--- config.mk ---
export PLATFORM = sky130hd
export DESIGN_NAME = car_waypoint_nav_flat
export DESIGN_NICKNAME = d
export VERILOG_FILES = /design/src/rtl/car_waypoint_nav_if.sv /design/src/rtl/car_waypoint_nav.sv /design/src/flat_wrapper.sv
export SDC_FILE = /design/constraint.sdc
export NUM_CORES = 1
export LEC_CHECK = 0
export CELL_PAD_IN_SITES_DETAIL_PLACEMENT = 0
export CELL_PAD_IN_SITES_GLOBAL_PLACEMENT = 1
export CORE_MARGIN = 2
export CORE_UTILIZATION = 44
export CTS_CLUSTER_DIAMETER = 40
export DETAILED_ROUTE_END_ITERATION = 12
export GPL_TIMING_DRIVEN = 0
export PLACE_DENSITY_LB_ADDON = 0.1
export SLEW_MARGIN = 20
export SYNTH_ARGS = -nofsm -noshare
export SYNTH_HDL_FRONTEND = slang
export SYNTH_SLANG_ARGS = --single-unit
--- constraint.sdc ---
create_clock -name clk -period 4.6 [get_ports clk]
set_input_delay 0.69 -clock clk [delete_from_list [all_inputs] [get_ports clk]]
set_output_delay 0.69 -clock clk [all_outputs]
set_load 0.03 [all_outputs]
--- src/rtl/car_waypoint_nav_if.sv ---
// Waypoint push channel for car_waypoint_nav: a valid/ready handshake carrying
// one signed (X,Y) coordinate pair per accepted transfer.
interface car_waypoint_nav_if #(
  parameter int COORD_W = 32
);
  logic                      wp_valid;
  logic signed [COORD_W-1:0] wp_x;
  logic signed [COORD_W-1:0] wp_y;
  logic                      wp_ready;

  modport master (
    output wp_valid,
    output wp_x,
    output wp_y,
    input  wp_ready
  );

  modport slave (
    input  wp_valid,
    input  wp_x,
    input  wp_y,
    output wp_ready
  );
endinterface

--- src/rtl/car_waypoint_nav.sv ---
// car_waypoint_nav: queued waypoint navigator for a differential-drive car.
// Waypoints are popped from a small FIFO and driven as an X leg followed by a
// Y leg, with pivot turns between axes, an arrival tolerance and a slow band.
// Optional leg watchdog: define CAR_NAV_TIMEOUT_EN to add the FAULT state and
// the fault output.
module car_waypoint_nav #(
  parameter int COORD_W        = 32,
  parameter int TOL            = 0,
  parameter int NEAR_BAND      = 50,
  parameter int DEPTH          = 4,
  parameter int TURN_CYCLES    = 8,
  parameter int TIMEOUT_CYCLES = 100000
) (
  input  logic                             clk,
  input  logic                             reset,
  input  logic signed [COORD_W-1:0]        carX,
  input  logic signed [COORD_W-1:0]        carY,
  car_waypoint_nav_if.slave                wp,
  output logic [1:0]                       rWheel,
  output logic [1:0]                       lWheel,
  output logic                             slow,
  output logic                             busy,
  output logic                             arrived,
  output logic [$clog2(DEPTH+1)-1:0]       wp_count
`ifdef CAR_NAV_TIMEOUT_EN
  ,
  output logic                             fault
`endif
);

  // Errors carry one extra bit so tar - car never overflows.
  localparam int EW    = COORD_W + 1;
  localparam int CNT_W = $clog2(DEPTH + 1);
  localparam int PTR_W = (DEPTH > 1) ? $clog2(DEPTH) : 1;
  localparam int TC_W  = (TURN_CYCLES > 1) ? $clog2(TURN_CYCLES) : 1;

  localparam logic [EW-1:0] TOL_E  = EW'(TOL);
  localparam logic [EW-1:0] NEAR_E = EW'(NEAR_BAND);

  localparam logic [1:0] W_STOP = 2'b00;
  localparam logic [1:0] W_FWD  = 2'b01;
  localparam logic [1:0] W_REV  = 2'b10;

  // Reject configurations the datapath cannot represent.
  if (DEPTH < 2) begin : g_bad_depth
    $error("car_waypoint_nav: DEPTH must be at least 2");
  end
  if (TURN_CYCLES < 1) begin : g_bad_turn
    $error("car_waypoint_nav: TURN_CYCLES must be at least 1");
  end
  if (TIMEOUT_CYCLES < 1) begin : g_bad_timeout
    $error("car_waypoint_nav: TIMEOUT_CYCLES must be at least 1");
  end

  typedef enum logic [2:0] {
    S_IDLE,
    S_LOAD,
    S_TURN,
    S_DRIVE,
`ifdef CAR_NAV_TIMEOUT_EN
    S_FAULT,
`endif
    S_ARRIVE
  } state_t;

  typedef enum logic {
    AX_X,
    AX_Y
  } axis_t;

  // Magnitude of a signed error; -2^COORD_W still fits as unsigned EW bits.
  function automatic logic [EW-1:0] abs_err(input logic signed [EW-1:0] v);
    logic [EW-1:0] u;
    u = v;
    return v[EW-1] ? (~u + EW'(1)) : u;
  endfunction

  // Wheel command that moves the car toward a positive or negative error.
  function automatic logic [1:0] dir_of(input logic signed [EW-1:0] v);
    if (v[EW-1]) begin
      return W_REV;
    end else if (v != '0) begin
      return W_FWD;
    end
    return W_STOP;
  endfunction

  function automatic logic [PTR_W-1:0] next_ptr(input logic [PTR_W-1:0] p);
    return (p == PTR_W'(DEPTH - 1)) ? '0 : p + PTR_W'(1);
  endfunction

  // ---------------------------------------------------------------------------
  // State and registers
  // ---------------------------------------------------------------------------
  state_t                    state_q, state_d;
  axis_t                     heading_q, heading_d;
  axis_t                     leg_q, leg_d;
  logic [TC_W-1:0]           turn_cnt_q, turn_cnt_d;
  logic [1:0]                rwheel_q, rwheel_d;
  logic [1:0]                lwheel_q, lwheel_d;
  logic                      slow_q, slow_d;
  logic                      arrived_q, arrived_d;
  logic signed [COORD_W-1:0] tar_x_q, tar_x_d;
  logic signed [COORD_W-1:0] tar_y_q, tar_y_d;

  logic [CNT_W-1:0]          count_q, count_d;
  logic [PTR_W-1:0]          wr_ptr_q, wr_ptr_d;
  logic [PTR_W-1:0]          rd_ptr_q, rd_ptr_d;
  logic signed [COORD_W-1:0] mem_x_q [DEPTH];
  logic signed [COORD_W-1:0] mem_x_d [DEPTH];
  logic signed [COORD_W-1:0] mem_y_q [DEPTH];
  logic signed [COORD_W-1:0] mem_y_d [DEPTH];

`ifdef CAR_NAV_TIMEOUT_EN
  localparam int TO_W = (TIMEOUT_CYCLES > 1) ? $clog2(TIMEOUT_CYCLES) : 1;
  logic [TO_W-1:0] to_cnt_q, to_cnt_d;
`endif

  logic push;
  logic pop;
  logic flush;
  logic empty;

  logic signed [EW-1:0] tx_e, ty_e, cx_e, cy_e;
  logic signed [EW-1:0] dx, dy, d_leg;
  logic [EW-1:0]        abs_dx, abs_dy, abs_d;
  axis_t                load_axis;

  assign empty       = (count_q == '0);
  assign wp.wp_ready = (count_q != CNT_W'(DEPTH));
  assign push        = wp.wp_valid & wp.wp_ready;

  assign rWheel   = rwheel_q;
  assign lWheel   = lwheel_q;
  assign slow     = slow_q;
  assign arrived  = arrived_q;
  assign busy     = (state_q != S_IDLE);
  assign wp_count = count_q;
`ifdef CAR_NAV_TIMEOUT_EN
  assign fault    = (state_q == S_FAULT);
`endif

  // Live signed errors from the current target and car position.
  always_comb begin
    tx_e      = {tar_x_q[COORD_W-1], tar_x_q};
    ty_e      = {tar_y_q[COORD_W-1], tar_y_q};
    cx_e      = {carX[COORD_W-1], carX};
    cy_e      = {carY[COORD_W-1], carY};
    dx        = tx_e - cx_e;
    dy        = ty_e - cy_e;
    abs_dx    = abs_err(dx);
    abs_dy    = abs_err(dy);
    d_leg     = (leg_q == AX_X) ? dx : dy;
    abs_d     = (leg_q == AX_X) ? abs_dx : abs_dy;
    load_axis = (abs_dx > TOL_E) ? AX_X : AX_Y;
  end

  // Next-state logic, queue pop request and next wheel commands.
  always_comb begin
    state_d    = state_q;
    heading_d  = heading_q;
    leg_d      = leg_q;
    turn_cnt_d = '0;
    rwheel_d   = W_STOP;
    lwheel_d   = W_STOP;
    slow_d     = 1'b0;
    arrived_d  = 1'b0;
    tar_x_d    = tar_x_q;
    tar_y_d    = tar_y_q;
    pop        = 1'b0;
    flush      = 1'b0;
`ifdef CAR_NAV_TIMEOUT_EN
    to_cnt_d   = '0;
`endif
    case (state_q)
      S_IDLE: begin
        if (!empty) begin
          pop     = 1'b1;
          tar_x_d = mem_x_q[rd_ptr_q];
          tar_y_d = mem_y_q[rd_ptr_q];
          state_d = S_LOAD;
        end
      end
      S_LOAD: begin
        if ((abs_dx <= TOL_E) && (abs_dy <= TOL_E)) begin
          state_d = S_ARRIVE;
        end else begin
          leg_d   = load_axis;
          state_d = (heading_q != load_axis) ? S_TURN : S_DRIVE;
        end
      end
      S_TURN: begin
        // Pivot in place; direction depends on which way the car faces now.
        rwheel_d = (heading_q == AX_X) ? W_FWD : W_REV;
        lwheel_d = (heading_q == AX_X) ? W_REV : W_FWD;
        if (turn_cnt_q == TC_W'(TURN_CYCLES - 1)) begin
          heading_d = leg_q;
          state_d   = S_DRIVE;
        end else begin
          turn_cnt_d = turn_cnt_q + TC_W'(1);
        end
      end
      S_DRIVE: begin
        if (abs_d <= TOL_E) begin
          if ((leg_q == AX_X) && (abs_dy > TOL_E)) begin
            leg_d   = AX_Y;
            state_d = S_TURN;
          end else begin
            state_d = S_ARRIVE;
          end
        end else begin
          rwheel_d = dir_of(d_leg);
          lwheel_d = dir_of(d_leg);
          slow_d   = (abs_d <= NEAR_E);
`ifdef CAR_NAV_TIMEOUT_EN
          if (to_cnt_q == TO_W'(TIMEOUT_CYCLES - 1)) begin
            rwheel_d = W_STOP;
            lwheel_d = W_STOP;
            slow_d   = 1'b0;
            flush    = 1'b1;
            state_d  = S_FAULT;
          end else begin
            to_cnt_d = to_cnt_q + TO_W'(1);
          end
`endif
        end
      end
      S_ARRIVE: begin
        arrived_d = 1'b1;
        state_d   = S_IDLE;
      end
`ifdef CAR_NAV_TIMEOUT_EN
      S_FAULT: begin
        state_d = S_FAULT;
      end
`endif
      default: begin
        state_d = S_IDLE;
      end
    endcase
  end

  // Queue pointers and occupancy; simultaneous push and pop cancel out.
  always_comb begin
    wr_ptr_d = wr_ptr_q;
    rd_ptr_d = rd_ptr_q;
    count_d  = count_q;
    mem_x_d  = mem_x_q;
    mem_y_d  = mem_y_q;
    if (flush) begin
      wr_ptr_d = '0;
      rd_ptr_d = '0;
      count_d  = '0;
    end else begin
      if (push) begin
        mem_x_d[wr_ptr_q] = wp.wp_x;
        mem_y_d[wr_ptr_q] = wp.wp_y;
        wr_ptr_d          = next_ptr(wr_ptr_q);
      end
      if (pop) begin
        rd_ptr_d = next_ptr(rd_ptr_q);
      end
      if (push && !pop) begin
        count_d = count_q + CNT_W'(1);
      end else if (!push && pop) begin
        count_d = count_q - CNT_W'(1);
      end
    end
  end

  // Control state with asynchronous reset; outputs stop the moment reset asserts.
  always_ff @(posedge clk or negedge reset) begin
    if (!reset) begin
      state_q    <= S_IDLE;
      heading_q  <= AX_X;
      leg_q      <= AX_X;
      turn_cnt_q <= '0;
      rwheel_q   <= W_STOP;
      lwheel_q   <= W_STOP;
      slow_q     <= 1'b0;
      arrived_q  <= 1'b0;
      count_q    <= '0;
      wr_ptr_q   <= '0;
      rd_ptr_q   <= '0;
`ifdef CAR_NAV_TIMEOUT_EN
      to_cnt_q   <= '0;
`endif
    end else begin
      state_q    <= state_d;
      heading_q  <= heading_d;
      leg_q      <= leg_d;
      turn_cnt_q <= turn_cnt_d;
      rwheel_q   <= rwheel_d;
      lwheel_q   <= lwheel_d;
      slow_q     <= slow_d;
      arrived_q  <= arrived_d;
      count_q    <= count_d;
      wr_ptr_q   <= wr_ptr_d;
      rd_ptr_q   <= rd_ptr_d;
`ifdef CAR_NAV_TIMEOUT_EN
      to_cnt_q   <= to_cnt_d;
`endif
    end
  end

  // Coordinate storage; contents are qualified by the control state, so no reset.
  always_ff @(posedge clk) begin
    mem_x_q <= mem_x_d;
    mem_y_q <= mem_y_d;
    tar_x_q <= tar_x_d;
    tar_y_q <= tar_y_d;
  end

endmodule

--- src/flat_wrapper.sv ---
// flat-port wrapper written by rule: the top's interface ports become plain ports
module car_waypoint_nav_flat 
#(
  parameter int COORD_W        = 32,
  parameter int TOL            = 0,
  parameter int NEAR_BAND      = 50,
  parameter int DEPTH          = 4,
  parameter int TURN_CYCLES    = 8,
  parameter int TIMEOUT_CYCLES = 100000
)
  (clk, reset, carX, carY, rWheel, lWheel, slow, busy, arrived, wp_count, wp_wp_valid, wp_wp_x, wp_wp_y, wp_wp_ready);
  car_waypoint_nav_if #(.COORD_W(COORD_W)) wp_i ();
  input  logic clk;
  input  logic reset;
  input  logic signed [COORD_W-1:0] carX;
  input  logic signed [COORD_W-1:0] carY;
  output logic [1:0] rWheel;
  output logic [1:0] lWheel;
  output logic slow;
  output logic busy;
  output logic arrived;
  output logic [$clog2(DEPTH+1)-1:0] wp_count;
  input wire logic [$bits(wp_i.wp_valid)-1:0] wp_wp_valid;
  input wire logic [$bits(wp_i.wp_x)-1:0] wp_wp_x;
  input wire logic [$bits(wp_i.wp_y)-1:0] wp_wp_y;
  output wire logic [$bits(wp_i.wp_ready)-1:0] wp_wp_ready;
  assign wp_i.wp_valid = wp_wp_valid;
  assign wp_i.wp_x = wp_wp_x;
  assign wp_i.wp_y = wp_wp_y;
  assign wp_wp_ready = wp_i.wp_ready;
  car_waypoint_nav #(.COORD_W(COORD_W), .TOL(TOL), .NEAR_BAND(NEAR_BAND), .DEPTH(DEPTH), .TURN_CYCLES(TURN_CYCLES), .TIMEOUT_CYCLES(TIMEOUT_CYCLES)) u_core (.clk(clk), .reset(reset), .carX(carX), .carY(carY), .wp(wp_i), .rWheel(rWheel), .lWheel(lWheel), .slow(slow), .busy(busy), .arrived(arrived), .wp_count(wp_count));
endmodule
==> key figures <==
Run status
  • Status: finished, violations left
  • Violated checks: negative setup slack

Layout
  • Net count, final: 2082
  • Core Util, Final: 0.572
  • Commonest non-fill, non-tap cell in the layout: edfxtp_1
  • # fillers: 3623
  • Commonest non-fill, non-tap cells in the layout: 320 x edfxtp_1, 135 x clkdlybuf4s50_1, 118 x nand2_1
  • Synthesis-to-layout area growth: 28.0%
  • Share of cells above drive strength 1: 0.233
  • Multi-input gate area: 9680 µm²
  • FF/Latch Area: 10100 µm²

Synthesis
  • Syn nets: 1822
  • Post-synth cell types: 110
  • Ys flop type: edfxtp_1
  • Synthesized cell area: 19300 µm²
  • Post-synthesis cell count: 1614
  • Syn Area/Cell: 12.0 µm²
  • Ys async rst share: 0.0616
  • Number of synthesized flops with an enable pin: 320
  • Sequential-to-total area share from yosys stat: 0.524
  • Yosys warnings: 0
  • Synth Register Bits: 341

CTS
  • Root Buffer: clkbuf_16
  • Cts bufs inserted: 43
  • # H-tree levels: 2
  • CTS tree: yes
  • Hold Buf Count CTS: 0
  • Clock latency on the worst-skew pair: 560 ps
  • Clock-pin slew on the worst setup and hold paths: 50 ps
  • CTS sink count: 341
  • Clock Tree Buf Depth: 3

Detailed routing
  • Vias: 14500
  • DRC viols: 0
  • Via density: 5.81
  • Total Wirelength: 52300 µm
  • DRT antenna net count: 0
  • DR iter-0 viols: 989
  • WL per Instance: 21.0 µm
  • Drt pass-1 iters: 5

Global routing
  • Pin count of the biggest net entering global routing: 47
  • Global-route wire length before repair: 79600 µm
  • Overall Global Routing Usage: 0.228
  • Number of global-route vias before repair: 14000
  • Initial antenna violation count: 2
  • Grt total ovfl: 0

Critical path
  • Crit path from: carX[2]
  • Critical Path End: u_core.rWheel[1]$_DFF_PN0_
  • Crit path max-delay family: simple AND/OR/NAND/NOR gates
  • FF-to-FF Start: u_core.tar_x_q[0]$_DFFE_PP_
  • Critical path startpoint category: primary input
  • CP dominant cell by count: a2111oi_4
  • CP Buf/Inv Count: 2
  • FF-to-FF End: u_core.rWheel[1]$_DFF_PN0_
  • R2R depth: 20
  • Critical path class: primary input to register
  • Worst path cell trace: clkdlybuf4s50_1 -> inv_1 -> ha_4 -> or2_4 -> o22ai_4 -> a311oi_2 -> or4b_4 -> nor4_4 -> a31oi_1 -> or3_4 -> a2111oi_4 -> o2111ai_2 -> a2111oi_4 -> nand4_1 -> a21oi_2 -> nand2b_4 -> o31ai_1
  • Worst Path Arrival: 5310 ps
  • Biggest cell delay along the critical path: 610 ps
  • Slowest cell on the critical path: or4b_4
  • R2R Setup Slk: -250 ps
  • CP Max Fanout: 7
  • Stages on the worst setup path: 17
  • Worst path required time: 5030 ps
  • Crit end category: register

Timing
  • Fin crit period: 4880 ps
  • Hold_ws: 110 ps
  • Hold Vio Cnt, Final: 0
  • Setup Skew: 24.3 ps
  • Worst slew pin tran: 970 ps
  • Rel. slew slack: 0.354
  • Fmax: 205 MHz
  • Final setup vio count: 9
  • Final worst-path cycle share: 1.06
  • Final worst setup slack: -278 ps
  • RSZ-0062 raised after global routing: true
  • Max-slew violations: 0

Place
  • RD Place Congestion: 0.862
  • Dpl hpwl: 38100 µm
  • Port Buf Inserts: 141
  • DP Worst Slack: -1540 ps

Flow run
  • Max cap viols: 0

Power
  • Cell Pwr Density: 363 nW/µm²
  • Max VDD drop: 0.289 mV
  • LEAKAGE: 8.64 nW
  • Power, Total: 8.99 mW

Floorplanning
  • Core outline area: 43300 µm²
  • Die ar.: 45700 µm²
  • Rows: 76
  • I/O pins: 142
  • Die Width: 214 µm
  • Height of the die: 214 µm
  • Initial core utilization: 0.447

Worst hold path
  • HP Class: primary input to asynchronous set/reset pin
==> cells by family after synthesis <==
| group | Yosys count | share of synthesized area |
|---|---|---|
| AND/OR/NAND/NOR | 524 | 0.145 |
| flip-flops | 341 | 0.524 |
| multiplexers | 87 | 0.0866 |
| buffers and inverters | 153 | 0.0338 |
| XOR/XNOR | 36 | 0.0163 |
| adder cells (fa/ha/maj) | 77 | 0.0510 |
| AO/OA/AOI/OAI | 396 | 0.144 |
==> how the worst min path moves through the flow <==
stage	slack [ps]	endpoint
6_report	110	u_core.turn_cnt_q[1]$_DFF_PN0_
5_1_grt	120	u_core.turn_cnt_q[2]$_DFF_PN0_
4_1_cts	440	u_core.turn_cnt_q[0]$_DFF_PN0_
3_5_place_dp	440	u_core.turn_cnt_q[0]$_DFF_PN0_
3_3_place_gp	430	u_core.turn_cnt_q[0]$_DFF_PN0_
2_1_floorplan	390	u_core.arrived$_DFF_PN0_
==> worst register-to-register path, stage by stage, from the launching register on <==
cell and delay [ps]:
edfxtp_1 370, inv_2 100, ha_4 140, inv_2 30, fa_2 370, buf_4 160, buf_12 120, xnor2_4 200
nand2_2 70, or4_4 550, buf_4 180, nor3_4 180, a31oi_1 130, or3_4 430, a2111oi_4 380, o2111ai_2 190
a2111oi_4 360, nand4_1 230, a21oi_2 220, nand2b_4 230, o31ai_1 100
==> per-layer routing <==
| metal | up-vias | routed length, µm | track usage |
|---|---|---|---|
| li1 | 6909 | - | - |
| met1 | 7173 | 24700 | 0.341 |
| met2 | 347 | 23700 | 0.350 |
| met3 | 55 | 2990 | 0.0407 |
| met4 | 2 | 798 | 0.0500 |
| met5 | - | 14 | 0 |
==> Yosys cell counts (all sizes together) (14+ instances only) <==
cell type	instances	area, µm²
edfxtp	320	9610
nand2	120	450
a21oi	106	542
nor2	103	389
inv	93	349
ha	74	926
o21ai	67	335
mux4	64	1440
nor3	57	307
nand3	40	205
nand4	38	238
clkbuf	33	124
a211oi	29	218
nor4	26	196
buf	25	166
or3	25	158
xnor2	24	210
o211ai	22	165
and3	21	138
dfrtp	21	526
mux2i	20	200
a21o	19	143
and2	16	100
or2	14	90.1
==> through the flow <==
stage | instance area, µm² | setup TNS (ps) | instances
final | 24700 | -2340 | 2493
after global routing | 24700 | -3640 | 2492
after CTS | 24000 | -2070 | 2458
after detailed placement | 21700 | -13180 | 2345
after global placement | 21600 | -13500 | 2340
after floorplan | 19400 | -13.2 | 1614
==> report_power, final <==
| part | internal [mW] | switching, mW |
|---|---|---|
| clock network | 1.92 | 1.32 |
| logic | 0.689 | 1.02 |
| registers | 3.93 | 0.105 |
| total | 6.55 | 2.44 |
==> area by class of cell <==
type	instances	share of cell area
Inverter	94	0.0144
Tap cell	585	0.0296
Antenna cell	1	0.000101
Timing Repair Buffer	222	0.0864
Sequential cell	341	0.410
Multi-Input combinational cell	1120	0.391
Clock buffer	51	0.0447
Clock inverter	27	0.0122
Buffer	52	0.0120
==> sequential cells by signal, summed over array words and instances (netlist names) <==
register	count
u_core.rWheel	2
u_core.tar_x_q	32
u_core.lWheel	2
u_core.rd_ptr_q	2
u_core.state_q	3
u_core.mem_y_q	128
u_core.slow	1
u_core.arrived	1
u_core.turn_cnt_q	3
u_core.tar_y_q	32
u_core.heading_q	1
u_core.leg_q	1
u_core.mem_x_q	128
u_core.wr_ptr_q	2
u_core.wp_count	3
==> timing repair <==
action,in CTS,in global routing
buffers inserted,37,39
pin swaps,47,63
setup endpoints to repair,9,9
gates resized for setup,128,113
Note: power is estimated with default switching activity, not from simulation.
